`config.mk`:
```
export PLATFORM = sky130hd
export DESIGN_NAME = window_load_responder
export DESIGN_NICKNAME = d
export VERILOG_FILES = /design/src/rtl/window_load_responder.sv
export SDC_FILE = /design/constraint.sdc
export NUM_CORES = 1
export LEC_CHECK = 0
export BUFFER_PORTS_ARGS = -buffer_cell sky130_fd_sc_hd__buf_2
export CELL_PAD_IN_SITES_DETAIL_PLACEMENT = 0
export CELL_PAD_IN_SITES_GLOBAL_PLACEMENT = 1
export CORE_AREA = 3 3 232 234
export DETAILED_ROUTE_END_ITERATION = 8
export DIE_AREA = 0 0 235 237
export HOLD_SLACK_MARGIN = 0.08
export PLACE_DENSITY_LB_ADDON = 0.1
export SLEW_MARGIN = 20
export SYNTH_ARGS = -nofsm -noshare
export SYNTH_HDL_FRONTEND = slang
export SYNTH_SLANG_ARGS = --single-unit
```
`constraint.sdc`:
```
create_clock -name clk -period 3.5 [get_ports clk]
set_clock_uncertainty 0.15 [all_clocks]
set_input_delay 0.175 -clock clk [delete_from_list [all_inputs] [get_ports clk]]
set_output_delay 0.175 -clock clk [all_outputs]
set_load 0.02 [all_outputs]
```
`src/rtl/window_load_responder.sv`:
```
// Vector-load responder: fetches WINDOW consecutive RAM words for each load request and
// returns them as one flattened vector; forwards single-word writes to the RAM while idle.
module window_load_responder #(
    parameter int DATA_W     = 16,
    parameter int ADDR_W     = 16,
    parameter int WINDOW     = 25,
    parameter int RD_LATENCY = 1
) (
    input  logic                     clk,
    input  logic                     reset,
    input  logic                     req_valid,
    input  logic [ADDR_W-1:0]        req_addr,
    output logic                     req_ready,
    output logic                     rsp_valid,
    output logic [WINDOW*DATA_W-1:0] rsp_data,
    input  logic                     rsp_ready,
    input  logic                     wr_en,
    input  logic [ADDR_W-1:0]        wr_addr,
    input  logic [DATA_W-1:0]        wr_data,
    output logic                     wr_ready,
    output logic [ADDR_W-1:0]        mem_addr,
    output logic                     mem_rd_en,
    output logic                     mem_wr_en,
    output logic [DATA_W-1:0]        mem_wdata,
    input  logic [DATA_W-1:0]        mem_rdata
);

    localparam int CNT_W = (WINDOW > 1) ? $clog2(WINDOW) : 1;
    localparam logic [CNT_W-1:0] LAST_SLOT = CNT_W'(WINDOW - 1);

    typedef enum logic [1:0] {IDLE, FETCH, DRAIN, RESP} state_e;

    state_e                          state_q, state_d;
    logic [CNT_W-1:0]                cnt_q, cnt_d;
    logic [ADDR_W-1:0]               mem_addr_q, mem_addr_d;
    logic                            mem_rd_en_q, mem_rd_en_d;
    logic                            mem_wr_en_q, mem_wr_en_d;
    logic [DATA_W-1:0]               mem_wdata_q, mem_wdata_d;
    logic [RD_LATENCY-1:0]           vld_pipe_q, vld_pipe_d;
    logic [RD_LATENCY-1:0][CNT_W-1:0] slot_pipe_q, slot_pipe_d;
    logic [WINDOW*DATA_W-1:0]        rsp_data_q, rsp_data_d;
    logic                            cap_vld;
    logic [CNT_W-1:0]                cap_slot;

    assign cap_vld  = vld_pipe_q[RD_LATENCY-1];
    assign cap_slot = slot_pipe_q[RD_LATENCY-1];

    // Each issued read carries its slot index down a pipe matching the RAM latency,
    // so capture needs no knowledge of when the read was issued.
    always_comb begin
        vld_pipe_d     = vld_pipe_q;
        slot_pipe_d    = slot_pipe_q;
        vld_pipe_d[0]  = mem_rd_en_q;
        slot_pipe_d[0] = cnt_q;
        for (int i = 1; i < RD_LATENCY; i++) begin
            vld_pipe_d[i]  = vld_pipe_q[i-1];
            slot_pipe_d[i] = slot_pipe_q[i-1];
        end
        rsp_data_d = rsp_data_q;
        if (cap_vld) begin
            rsp_data_d[cap_slot*DATA_W +: DATA_W] = mem_rdata;
        end
    end

    always_comb begin
        state_d     = state_q;
        cnt_d       = cnt_q;
        mem_addr_d  = mem_addr_q;
        mem_rd_en_d = 1'b0;
        mem_wr_en_d = 1'b0;
        mem_wdata_d = mem_wdata_q;
        req_ready   = 1'b0;
        wr_ready    = 1'b0;
        case (state_q)
            IDLE: begin
                wr_ready  = 1'b1;
                req_ready = !wr_en;
                if (wr_en) begin
                    mem_wr_en_d = 1'b1;
                    mem_addr_d  = wr_addr;
                    mem_wdata_d = wr_data;
                end else if (req_valid) begin
                    mem_rd_en_d = 1'b1;
                    mem_addr_d  = req_addr;
                    cnt_d       = '0;
                    state_d     = FETCH;
                end
            end
            FETCH: begin
                // cnt_q is the slot whose read is on the RAM port this cycle
                if (cnt_q == LAST_SLOT) begin
                    state_d = DRAIN;
                end else begin
                    mem_rd_en_d = 1'b1;
                    mem_addr_d  = mem_addr_q + ADDR_W'(1);
                    cnt_d       = cnt_q + CNT_W'(1);
                end
            end
            DRAIN: begin
                if (cap_vld && cap_slot == LAST_SLOT) begin
                    state_d = RESP;
                end
            end
            RESP: begin
                if (rsp_ready) begin
                    state_d = IDLE;
                end
            end
            default: state_d = IDLE;
        endcase
    end

    always_ff @(posedge clk) begin
        if (reset) begin
            state_q     <= IDLE;
            cnt_q       <= '0;
            mem_addr_q  <= '0;
            mem_rd_en_q <= 1'b0;
            mem_wr_en_q <= 1'b0;
            mem_wdata_q <= '0;
            vld_pipe_q  <= '0;
            slot_pipe_q <= '0;
            rsp_data_q  <= '0;
        end else begin
            state_q     <= state_d;
            cnt_q       <= cnt_d;
            mem_addr_q  <= mem_addr_d;
            mem_rd_en_q <= mem_rd_en_d;
            mem_wr_en_q <= mem_wr_en_d;
            mem_wdata_q <= mem_wdata_d;
            vld_pipe_q  <= vld_pipe_d;
            slot_pipe_q <= slot_pipe_d;
            rsp_data_q  <= rsp_data_d;
        end
    end

    assign rsp_valid = (state_q == RESP);
    assign rsp_data  = rsp_data_q;
    assign mem_addr  = mem_addr_q;
    assign mem_rd_en = mem_rd_en_q;
    assign mem_wr_en = mem_wr_en_q;
    assign mem_wdata = mem_wdata_q;

endmodule

```
# ---- After elaboration in Yosys (flattened, before gate mapping)
# Cells that the tools add are included.
# Widths: inputs -> output; s select.
dict set report classes {
  bitwise 1
  n_eq_ne 12
  shift 2
  addsub 3
  muxes 22
  n_reduce_logical 9
}
# cell n
set op_table {}
lappend op_table {{$bwmux 400} 1}
lappend op_table {{$shift 16x34->400 const A} 1}
lappend op_table {{$shiftx 16x34->400} 1}
lappend op_table {{$mux 16} 3}
lappend op_table {{$neg 9->34} 1}
lappend op_table {{$pmux 16 s2} 1}
lappend op_table {{$add 16x1->16 const B} 1}
lappend op_table {{$mux 5} 3}
lappend op_table {{$eq 5x5->1 const B} 2}
lappend op_table {{$mux 2} 5}
lappend op_table {{$ne 2x2->1 const B} 5}
lappend op_table {{$pmux 5 s2} 1}
lappend op_table {{$pmux 2 s4} 1}
lappend op_table {{$mux 1} 6}
lappend op_table {{$add 5x1->5 const B} 1}
lappend op_table {{$reduce_and 5->1} 1}
lappend op_table {{$eq 2x2->1 const B} 2}
lappend op_table {{$reduce_and 4->1} 1}
lappend op_table {{$ne 3x3->1 const B} 1}
lappend op_table {{$reduce_and 3->1} 1}
lappend op_table {{$eq 2x1->1 const B} 1}
lappend op_table {{$logic_not 2->1} 1}
lappend op_table {{$ne 2x1->1 const B} 1}
lappend op_table {{$pmux 1 s2} 1}
lappend op_table {{other kinds (6)} 6}
dict set report totals {
  wordCells 58
  in_bits 69
  ff_bits 447
  output_inout_bits 437
}

# ---- Depth between registers and ports, before layout
# Gate-level depths: netlist of the first run.
dict set report depth {
  word_depth 4
  mapped_depth 15
  mapped_depth_nobuf 10
}

# ---- Worst setup path before layout of the first run
# Ideal clock, no wire load.
dict set report synth_path {
  path_type {flip-flop to flip-flop}
  from {register slot_pipe_q, in the netlist cap_slot[0]}
  to {register rsp_data_q[362], in the netlist rsp_data[362]}
  setup_time_ns 0.128
  stages_incl_launch_ff 15
  arrival_ns 3.088
  path_buffers 4
  required_time_ns 3.222
  path_slack_ns 0.134
  period_less_slack_ns 3.366
  path_cell_list {dfxtp_1 -> buf_4 -> inv_1 -> ha_1 -> buf_2 -> inv_1 -> nor3_1 -> ha_1 -> buf_2 -> or3b_1 -> or3_1 -> o2bb2ai_4 -> buf_4 -> mux2i_1 -> nor2_1}
}
dict set report synth_via {
  elab_chain_cells 3
  word_cells_on_any_way 4
  cone_classes {add/sub (1); shift (2); mux (1)}
}
# element line_no
set synth_rtl {}
lappend synth_rtl {{start, declared} 40} ;# logic [RD_LATENCY-1:0][CNT_W-1:0] slot_pipe_q, slot_pipe_d;
lappend synth_rtl {{start signal, assigned} 132} ;# slot_pipe_q <= slot_pipe_d;
lappend synth_rtl {{$neg 9->34 (*)} 61} ;# rsp_data_d[cap_slot*DATA_W +: DATA_W] = mem_rdata;
lappend synth_rtl {{$shiftx 16x34->400 or $shift 16x34->400 (tied branches)} 61}
lappend synth_rtl {{$bwmux 400 (*)} 61}
lappend synth_rtl {{end signal, assigned} 133} ;# rsp_data_q <= rsp_data_d;
lappend synth_rtl {{end, declared} 41} ;# logic [WINDOW*DATA_W-1:0] rsp_data_q, rsp_data_d;
# Mark *: on every way between the ends. The rest lies on a longest branch, timed or not.
# A chain may end at the register's enable or synchronous reset.

# ---- Worst setup path in the final report of the first run
dict set report layout_path {
  from {register slot_pipe_q, in the netlist cap_slot[1]}
  to {register rsp_data_q[380], in the netlist rsp_data[380]}
}
# The elaborated chain is that of the path after synthesis.

==> run summary, run 1 <==
The run finished with clean final reports. The starting utilization of the core area was 34.5%. The area share of the leading cell type in the synthesized netlist was 49.6%.

After detailed routing, the average wire length per cell comes to 21.9 um. The tools report the relative slew slack as 34.5%. STA classifies the critical path endpoint as a register. For the global placement routability congestion, the log shows 0.830. By area, the combinational part of the netlist is dominated by simple AND/OR/NAND/NOR gates.

The number of gates resized after CTS was 0. The first-pass detailed-route iteration total was 6; the height of the die was 237 um. Measured against the total synthesized area, the mux share comes to 2.41%. The distinct cell type count after synthesis came out at 73. Clock edge transition at the registers on the reported setup and hold paths: 0.06 ns.

Setup violations remaining at the end of the flow were counted as 0. The critical path start-end classification was register to register. Based on the critical path, the design can be clocked at up to 309 MHz. The logs give 52,200 um2 for the area of the core region and 18,000 um2 for the cell area after synthesis.

For the clock latency of the later-clocked register in the worst-skew pair, the log shows 0.58 ns. The number of pins with negative max-slew slack in the final report is 0, and the power per cell area is 540 nW/um2. VDD sags by at most 0.354 mV. Summed over all instances, the cell type with the most area after synthesis is dfxtp_1.

The final instance area is 23,500 um2. Floorplan die area: 55,700 um2. After layout, the minimum clock period comes to 3.24 ns.

STA classifies the critical path startpoint as a register. Of the cells placed in the final design, the portion with a size suffix greater than 1 is 26.4%. In this run the worst hold path is classified as primary input to register. In the routed layout, each cell is associated on average with a via count of 5.20. Data on the critical path arrives at its endpoint at 3.57 ns. For the total clock buffers created by CTS, the log shows 49.

The root buffer cell chosen for the clock tree is clkbuf_16. For the via count of the first global-routing pass, the log shows 16.0k. When the netlist entered floorplanning its net count stood at 2,105.

The count of buffers from port buffering was 505. The HPWL after detailed placement is 47,200 um. In this run, synthesis inferred 0 flip-flops with an integrated enable. TritonCTS built the clock tree. The logs give 1,055 for the first-iteration detailed-routing DRC count and 0.166 ns for the worst hold slack.

The worst register-to-register path has a setup slack of 0.26 ns. After layout, the worst setup slack is 0.261 ns. The commonest register cell after synthesis was dfxtp_1.

The total congestion overflow is 0, and the post-placement worst setup slack is 0.249 ns. Global routing used 24.1% of the available tracks across all layers. The number of remaining DRC errors was 0. Setup repair after global routing left no endpoint under its margin. After the last flow step, the layout net total stands at 2,594. The parity-gate share of the synthesized area counting xor and xnor cells was 0.374%; the maximum number of pins on one net before global-route repair was 153.

Synthesized-area fraction occupied by adder cells: 0.624%. After Yosys synthesis, and, or, nand and nor cells account for 26.0% of the synthesized area. Summing the areas of all compound-gate instances in the mapped netlist gives 16.3% of the synthesized area. The setup TNS is 0 ns, and the maximum fanout encountered on the critical timing path is 16. The total vias in the final route was 16.9k.

For the leakage dissipation, the log shows 0.00986 uW. Of the synthesized area, sequential elements account for 49.6%. The maximum root-to-sink buffer count came out at 3. The final-report hold violation count is 0. The die extent in x was 235 um. Relative to the synthesized area, the layout overhead comes to 30.3%. The number of violations of the max-capacitance limit came out at 0.

Counting flops with an async set or reset pin after synthesis yields a share of 0%. The multi-input combinational cells in the finished layout cover a total of 8330 um2. The run gives 70,900 um as the total wire length after detailed routing. The synthesized area per cell was 8.90 um2. Registers take 8950 um2.

After synthesis the netlist holds a flip-flop and latch count of 447. The final cycle utilization of the critical path works out to 92.5%. The residual antenna-violating net count after detailed routing came out at 0.

506 I/O pins were placed. The placed instance area was 21,200 um2; the initial antenna violation count was 0. In the post-synthesis netlist, the biggest area contributors are dfxtp_1, nand3b_1, o31ai_1, nand2_1, a21oi_1. The first global-routing pass estimated 104,000 um of wire. The run gives 0 as the count of warnings emitted by yosys. CTS built an H-tree with a depth of 2. The clock drives 447 sinks. At the pin with the least slew margin, the transition time is 0.982 ns.

After filler insertion, the fill cell instance count of the layout stands at 5,136. The logs give 0 for the buffer count from post-CTS setup fixing and 3.83 ns for the data required time of the critical path. In the synthesized netlist, the number of instances is 2,027.

The number of core rows is 84, and the final core utilization is 45.0%.
[cells by family (layout without fill, tap and decap cells)]
group / Yosys count / after routing
AOI/OAI and AO/OA: 474 / 474
xor gates and xnor gates: 6 / 6
adders and majority gates: 9 / 9
buffers and inverters: 205 / 731
DFF: 447 / 447
muxes: 43 / 43
other: 0 / 1
and+or+nand+nor: 843 / 843
[report_power, final]
group / internal (uW) / switching (uW) / total, uW
Combinational: 655 / 1300 / 1950
Sequential: 5240 / 154 / 5400
Clock: 3210 / 2130 / 5340
[state kept, by name, indices dropped and copies added, names as in the netlist]
signal,cells
mem_addr,16
mem_wdata,16
cap_slot,5
mem_rd_en,1
cap_vld,1
state_q,2
rsp_data,400
mem_wr_en,1
cnt_q,5
[repair_timing]
action | CTS | global route
endpoints found under the hold margin | 202 | 0
endpoints found under the setup margin | 0 | 0
hold buffers | 67 | 0
[cell type report]
cell class                 count  share of cell area (%)
sequential                   447                    38.1
multi-input combinational   1375                    35.4
timing repair buffer         629                    15.6
clock buffer                  78                    6.37
tap                          688                    3.66
clock inverter                10                   0.665
inverter                      14                   0.223
antenna                        1                  0.0106
[worst max-delay path, cell delays in order, from the launching register on]
cell       delay, ns
dfxtp_1         0.45
inv_1           0.07
ha_1            0.20
inv_1           0.08
nor3_1          0.05
ha_1            0.31
nand2b_1        0.21
a2111oi_2       0.75
nand2_1         0.51
o31ai_1         0.36
[per-layer routing]
layer  up-vias  wire (um)  global-route usage [%]
li1       8139          -                       -
met1      8151      31600                    32.4
met2       514      33200                    39.4
met3        69       4880                    5.80
met4         0       1220                    5.27
met5         -          0                       0
[Yosys cell counts (5+ instances only)]
master and count:
a211oi_1 5, a21oi_1 132, a22o_1 8, a22oi_1 5, and2_1 15, buf_1 9, buf_2 41, buf_4 7
clkbuf_1 133, dfxtp_1 447, ha_1 9, inv_1 12, mux2i_1 40, nand2_1 249, nand2b_1 78, nand3_1 115
nand3b_1 218, nand4_1 21, nor2_1 57, nor2b_1 33, nor3_1 11, o21ai_0 132, o21ai_1 17, o31ai_1 139
or3_1 11
[through the flow]
step,total power [uW],instances
after CTS,12800,3241
after floorplan,6670,2027
after global placement,7370,3086
after global routing,13200,3241
final,12700,3242
after detailed placement,7380,3086
[layout by cell type (no fill, tap or decap), types with 33 or more instances in the layout]
master,Yosys,final
o31ai_1,139,139
nand3_1,115,115
a21oi_1,132,132
buf_2,41,504
dlygate4sd3_1,0,67
o21ai_0,132,132
dfxtp_1,447,447
nand3b_1,218,218
mux2i_1,40,40
nor2b_1,33,33
nor2_1,57,56
buf_4,7,55
clkbuf_16,0,51
nand2b_1,78,78
nand2_1,249,249
[path summary, 6_finish.rpt]
| path | depth (start not counted) | start | to |
|---|---|---|---|
| setup / recovery | 9 | cap_slot[1] | rsp_data[380] |
| hold reg to reg | 2 | rsp_data[17] | rsp_data[17] |
| setup reg to reg | 9 | cap_slot[1] | rsp_data[380] |
| hold / removal | 6 | req_addr[8] | mem_addr[8] |
(Power assumes the default switching activity.)
==> inputs of run 2 (changes only) <==
Settings changed: MAX_ROUTING_LAYER set to met4.
==> run 2 against run 1 <==
Wire length rose by 0.14%. Global-route usage rose by 0.73 points. Die area did not move. Flip-flop and latch count did not move. Non-clock buffer count did not move. Sequential power barely moved. Critical path depth did not move. Critical endpoint unchanged.
==> run summary, run 2 (synthesis gave the netlist of run 1 again) <==
The die covers 55,700 um2. The tools report the total wire length after detailed routing as 71,000 um. At the end of routability-driven placement, the weighted congestion stood at 0.843.

The setup TNS was 0 ns. The first-iteration detailed-routing DRC count came out at 1,152. For the number of clock sinks seen by CTS, the log shows 447. Layout net count: 2,594.

The count of buffers from port buffering works out to 505. In this run the worst hold path is classified as primary input to register. The logs give 5,136 for the layout filler cell count and 52,200 um2 for the area of the core region. In this design, the stage delay of the slowest critical-path cell is 0.75 ns. The die is 235 um wide.

The run gives 34.5% as the starting utilization of the core area. Clock tree synthesis inserted a total of 49 buffers. After clock tree synthesis, the clock-pin slew on the worst setup and hold paths is 0.06 ns.

The number of remaining DRC errors is 0. The number of gates resized after CTS was 0. The initial antenna violation count is 0.

The tree is rooted in a clkbuf_16. Number of H-tree levels: 2. The count of buffer and inverter cells on the critical path was 2. The worst-path cell with the longest stage delay was a2111oi_2. Before antenna repair, the detailed router went through 5 iterations.

Leaving out fill and tap cells, the most frequent cell in the layout is buf_2. The critical path in this run is classified as register to register. The logs give 0 for the number of pins with negative max-slew slack in the final report and 0 for the residual antenna-violating net count after detailed routing. The flow ran to the end, and the final reports show no timing, DRC or antenna violations. TritonCTS built the clock tree. In the finished design, the share of the clock period the worst path needs comes to 92.2%. For this design the ratio of total power to cell area is 540 nW/um2. The clock period minus worst slack works out to 3.23 ns.

Global routing consumed, over all layers together, 24.9% of the routing resources. The number of setup violations in the final report is 0, and the clock latency of the later-clocked register in the worst-skew pair is 0.58 ns. Layout-stage area growth over the synthesis result: 30.3%.

The via count of the first global-routing pass came out at 16.0k. The total overflow left after global routing is 0. Flip-flop count of the largest register after layout: 400. The startpoint class of the critical path is a register. Measured against its own limit, the worst slew margin works out to 35.5%.

Detailed routing inserted a total of 16.9k vias. For the top-level port count, the log shows 506. The HPWL after detailed placement is 47,200 um. The library cells used most frequently in the layout, excluding fill and tap cells, are buf_2, dfxtp_1, nand2_1, nand3b_1, o31ai_1.

The final-report hold violation count is 0. In the routed layout, each cell is associated on average with a via count of 5.22. The height of the die was 237 um; the worst supply voltage drop on vdd was 0.355 mV. After detailed routing, the average wire length per cell comes to 21.9 um. The share of post-route cells with drive strength above 1 was 26.4%. STA classifies the critical path endpoint as a register.

Number of core rows: 84. The cell family contributing the most delay on the critical path is compound AO/OA/AOI/OAI gates. Summed over all cells, the static leakage comes to 0.00986 uW. Static timing analysis puts the maximum clock frequency at 310 MHz. Data on the critical path is required at its endpoint by 3.83 ns.

Overall power consumption after layout is estimated at 12,700 uW. The signal on the critical path passes through inv_1, ha_1, inv_1, nor3_1, ha_1, nand2b_1, a2111oi_2, nand2_1, o31ai_1. Setup repair after global routing left no endpoint under its margin.

The maximum fanout encountered on the critical timing path was 16. The first global-routing pass estimated 104,000 um of wire. The number of violations of the max-capacitance limit was 0; the slew at the pin closest to its max-slew limit was 0.967 ns. Entering global routing, the biggest net connects 153 pins. No sink is reached through more buffers than the 3 on the longest clock path.

For the worst setup path, the data arrival time is 3.56 ns.
[run 2: cell counts in the layout (fill, tap and decap cells not counted)]
No cell type changed its count.
[run 2: worst reg2reg max path, stage by stage (launching register included)]
cell and delay (ns):
dfxtp_1 0.45, inv_1 0.07, ha_1 0.20, inv_1 0.08, nor3_1 0.05, ha_1 0.31
nand2b_1 0.21, a2111oi_2 0.75, nand2_1 0.51, o31ai_1 0.36
[run 2: what timing repair did]
item                      4_1_cts  5_1_grt
buffers inserted                0        0
hold endpoints to repair      202        0
hold buffers                   67        0
[run 2: cell type report]
cell class | count | area, um2 | share of cell area (%)
Sequential cell | 447 | 8950 | 38.1
Clock inverter | 10 | 156 | 0.665
Inverter | 14 | 52.6 | 0.223
Clock buffer | 78 | 1500 | 6.37
Tap cell | 688 | 861 | 3.66
Multi-Input combinational cell | 1375 | 8330 | 35.4
Timing Repair Buffer | 629 | 3660 | 15.6
Antenna cell | 1 | 2.50 | 0.0106
[run 2: report_power, final]
part	switching (uW)	internal [uW]	total (uW)
clock	2130	3210	5340
sequential	153	5240	5400
combinational	1300	655	1950
[run 2: layer usage]
layer / up-vias / global-route usage (%) / part of all wire [%]
li1: 8138 / - / -
met1: 8144 / 32.6 / 45
met2: 558 / 39.4 / 47
met3: 76 / 5.65 / 6.8
met4: 0 / 5.36 / 1.8
met5: - / - / 0
[run 2: path summary, 6_finish.rpt]
check | start | end | slack [ns] | cells after the start
worst max register to register | cap_slot[1] | rsp_data[380] | 0.27 | 9
worst max-delay path | cap_slot[1] | rsp_data[380] | 0.27 | 9
worst min-delay path | req_addr[8] | mem_addr[8] | 0.16 | 6
worst min register to register | rsp_data[17] | rsp_data[17] | 0.30 | 2
[run 2: metrics by stage]
stage	std cells	hold slack [ns]	utilization (%)	setup WS, ns	cell area, um2
floorplan	2027	0.148	-	0.134	18000
global placement	3086	0.265	40.5	0.289	21200
detailed placement	3086	0.274	40.5	0.249	21200
CTS	3241	0.138	45.0	0.235	23500
global route	3241	0.213	45.0	0.0198	23500
finish	3242	0.161	45.0	0.274	23500
